File: src/rtl/byte_bus_reader.sv
// rtl/byte_bus_reader.sv - bus byte capture FIFO with show-ahead valid/ready output
// Optional: BYTE_BUS_READER_DROP_ZERO_EN makes a zero byte on the bus count as no load.
module byte_bus_reader #(
    parameter int DEPTH = 4,
    parameter int CW    = $clog2(DEPTH) + 1
) (
    input  logic          clk,
    input  logic          rst,
    input  logic          load,
    input  logic [7:0]    bus_in,
    output logic          out_valid,
    output logic [7:0]    out_data,
    input  logic          out_ready,
    output logic [CW-1:0] count,
    output logic          full,
    output logic          overflow,
    input  logic          clr_overflow
);

    localparam int AW = $clog2(DEPTH);

    logic [7:0]    mem [DEPTH];
    logic [AW-1:0] wr_ptr;
    logic [AW-1:0] rd_ptr;
    logic [CW-1:0] count_q;
    logic          overflow_q;
    logic          load_eff;
    logic          push;
    logic          pop;
    logic          drop;

`ifdef BYTE_BUS_READER_DROP_ZERO_EN
    assign load_eff = load && (bus_in != 8'h00);
`else
    assign load_eff = load;
`endif

    assign out_valid = (count_q != '0);
    assign full      = (count_q == CW'(DEPTH));
    assign pop       = out_valid && out_ready;
    // A full queue still accepts a byte when the head leaves in the same cycle.
    assign push      = load_eff && (!full || pop);
    assign drop      = load_eff && full && !pop;
    assign out_data  = out_valid ? mem[rd_ptr] : 8'h00;
    assign count     = count_q;
    assign overflow  = overflow_q;

    always_ff @(posedge clk) begin
        if (push && !rst) begin
            mem[wr_ptr] <= bus_in;
        end
    end

    always_ff @(posedge clk) begin
        if (rst) begin
            wr_ptr     <= '0;
            rd_ptr     <= '0;
            count_q    <= '0;
            overflow_q <= 1'b0;
        end else begin
            if (push) begin
                wr_ptr <= wr_ptr + AW'(1);
            end
            if (pop) begin
                rd_ptr <= rd_ptr + AW'(1);
            end
            case ({push, pop})
                2'b10:   count_q <= count_q + CW'(1);
                2'b01:   count_q <= count_q - CW'(1);
                default: count_q <= count_q;
            endcase
            // A drop in the same cycle as a clear keeps the flag set.
            if (drop) begin
                overflow_q <= 1'b1;
            end else if (clr_overflow) begin
                overflow_q <= 1'b0;
            end
        end
    end

endmodule

File: config.mk
export PLATFORM = sky130hd
export DESIGN_NAME = byte_bus_reader
export DESIGN_NICKNAME = d
export VERILOG_FILES = /design/src/rtl/byte_bus_reader.sv
export SDC_FILE = /design/constraint.sdc
export NUM_CORES = 1
export LEC_CHECK = 0
export BUFFER_PORTS_ARGS = -buffer_cell sky130_fd_sc_hd__buf_2
export CAP_MARGIN = 0
export CORE_ASPECT_RATIO = 1.2
export CORE_UTILIZATION = 50
export DETAILED_ROUTE_END_ITERATION = 10
export PLACE_DENSITY = 0.74
export SLEW_MARGIN = 40
export SYNTH_ARGS = -nofsm -noshare
export SYNTH_HDL_FRONTEND = slang
export SYNTH_SLANG_ARGS = --single-unit
File: constraint.sdc
create_clock -name clk -period 2 [get_ports clk]
set_input_delay 0.3 -clock clk [delete_from_list [all_inputs] [get_ports clk]]
set_output_delay 0.3 -clock clk [all_outputs]
set_load 0.1 [all_outputs]
==> results.toml <==
[synth]
synth_flop_cell = "edfxtp_1"
synth.avg_cell_area_um2 = 15.0
async_reset_ff_frac = 0
yosysWarnings = 0
synth_cell_types = 30
synthTopCellsByArea = "edfxtp_1, dfxtp_1, mux4_2"
yosysTopAreaCellShare = 0.528
synth-seq-area-share = 0.638
synthesis.nets = 139
ys_ff_latch = 42
yosysMostFrequentCell = "edfxtp_1"
synth_area_um2 = 1820
ys_top_cells_by_count = "edfxtp_1, nor2_1, dfxtp_1, nor2b_1, mux4_2"
synth_edf_count = 32
syn_inst = 121
synth_top_area_cell = "edfxtp_1"

[run_status]
violations = "design-rule violations"
status = "complete, but fails checks"

[setup_path]
cp.required_ps = 1700
end_kind = "output pin"
reg2reg_to = "count[2]"
rrSetupSlack_ps = 130
critPathKind = "reg -> out"
critical_path.max_fanout = 8
critPathLaunchType = "flop"
cp.arrival_ps = 1640
regToRegStartpoint = "count[2]"
reg2regPathDepth = 6

[cts]
post_cts_buffers = 0
clock-sinks = 42
cts_hold_buf = 0
cts_root_buf = "clkbuf_8"
clk_pin_slew_worst_paths_ps = 80
cts_buffers = 5
clk-insertion-delay-late_ps = 300
cts_max_level = 2
clock_path_buffers = 2
cts_tree = "yes"

[drt]
first_pass_iters = 9
drc = 4
drtAntennaViolNets = 0
vias = 1006
drt_wl_total_um = 2980
vias_per_cell = 5.41
drtIter0Drc = 21
wl_per_cell_um = 16.0

[floorplanning]
ios = 27
core_um2 = 3400
die_x_um = 57.1
die_y_um = 68.1
start_util = 0.536
num_rows = 23
die-area_um2 = 3890

[global_routing]
track_usage = 0.173
grt_start_max_net_pins = 18
grt_pass1_vias = 1016
overflow = 0
grt_pass1_wl_um = 4660
antenna_found_initial = 0

[layout]
fin_area_um2 = 2260
nFillCells = 250
area_delta_synth_final_pct = 24.1
layout-drive-gt1-share = 0.450
nets = 166
n_antenna_cell = 0

[hold_path]
whs_path_depth = 1
worst_hold_path_type = "in -> reg"
whs_endpoint = "mem[0][7]"
hp-start = "bus_in[7]"

[place]
io_buffers = 26
dp_hpwl_um = 2120
gp_congestion = 0.839
place_area_um2 = 2060

[sta]
clock_skew_ps = 6.61
rsz0062_at_grt = "no"
slew_violations = 0
hold_viol_final = 0
relSlewSlack = 0.522
hold_ws_ps = 216
finalCritPeriodShare = 0.970
clock.fmax_ghz = 0.515
setup_viol = 0
worstMarginPinSlew_ps = 715
fin_crit_ps = 1940

[pwr]
power_per_cell_area_nw_per_um2 = 1630
total_power_w = 0.00369
peakVddDrop_v = 0.00111
p_leak_nw = 0.812

[job]
maxCapViolations = 0
cell type report:
type | count | area [um^2] | share of cell area
Clock inverter | 2 | 60.1 | 0.0266
Tap cell | 37 | 46.3 | 0.0205
Inverter | 5 | 22.5 | 0.00997
Sequential cell | 42 | 1170 | 0.519
Timing Repair Buffer | 28 | 208 | 0.0919
Multi-Input combinational cell | 66 | 667 | 0.295
Clock buffer | 6 | 82.6 | 0.0365
kinds of logic (layout without fill, tap and decap cells):
kind of cell / count (synthesis) / after routing / share of synthesized area
multiplexers: 12 / 12 / 0.123
XOR/XNOR: 3 / 3 / 0.0144
adder cells (fa/ha/maj): 5 / 5 / 0.0385
flip-flops: 42 / 42 / 0.638
AND/OR/NAND/NOR: 38 / 38 / 0.120
buffers and inverters: 13 / 41 / 0.0296
AO/OA/AOI/OAI: 8 / 8 / 0.0364
how the worst max path moves through the flow:
stage                   to  slack, ps  cells after the start
6_report       out_data[7]         60                      4
3_3_place_gp      count[2]        170                      6
2_1_floorplan     count[2]        -20                      7
4_1_cts        out_data[3]          2                      4
3_5_place_dp      count[2]         70                      6
5_1_grt        out_data[7]         10                      4
routing by layer:
metal / track usage / routed length [um] / up-vias / part of all wire
li1: - / - / 496 / -
met1: 0.179 / 1240 / 484 / 0.42
met2: 0.315 / 1560 / 21 / 0.52
met3: 0.0567 / 117 / 5 / 0.039
met4: 0.0915 / 60 / 0 / 0.020
met5: 0 / 0 / - / 0
what timing repair did:
action,in CTS,in global routing
gates resized for setup,15,3
cloned,0,0
setup endpoints to repair,8,5
report_power, final:
group | leakage (nW) | internal (W) | switching [W]
logic | 0.366 | 0.000525 | 0.00123
clock network | 0.0714 | 0.000532 | 0.000275
registers | 0.375 | 0.00103 | 0.0000982
worst max-delay path, cell delays in order, from the launching register on:
cell and delay [ps]:
dfxtp_2 340, buf_12 140, mux4_2 500, nor2b_2 170, buf_6 180
placed cells by master (no fill, tap or decap), drive strengths merged, types with 2 or more instances in the layout:
cell type,count
bufinv,2
dfxtp,10
inv,4
mux2,3
nor2,13
xor2,2
buf,28
nor3b,4
nand2b,5
ha,4
nor2b,10
mux4,8
edfxtp,32
clkbuf,6
registers in the layout, indices dropped and copies added, names as in the netlist, named ones only:
signal    flops
mem          32
count         3
rd_ptr        2
wr_ptr        2
overflow      1
stage by stage:
step / setup WS (ps) / TNS, ps / cells / utilization
2_1_floorplan: -15.5 / -15.5 / 121 / -
3_3_place_gp: 166 / 0 / 178 / 0.607
3_5_place_dp: 71.5 / 0 / 178 / 0.607
4_1_cts: 2.17 / 0 / 186 / 0.662
5_1_grt: 12.4 / 0 / 186 / 0.665
6_report: 59.8 / 0 / 186 / 0.665
(Power assumes the default switching activity.)
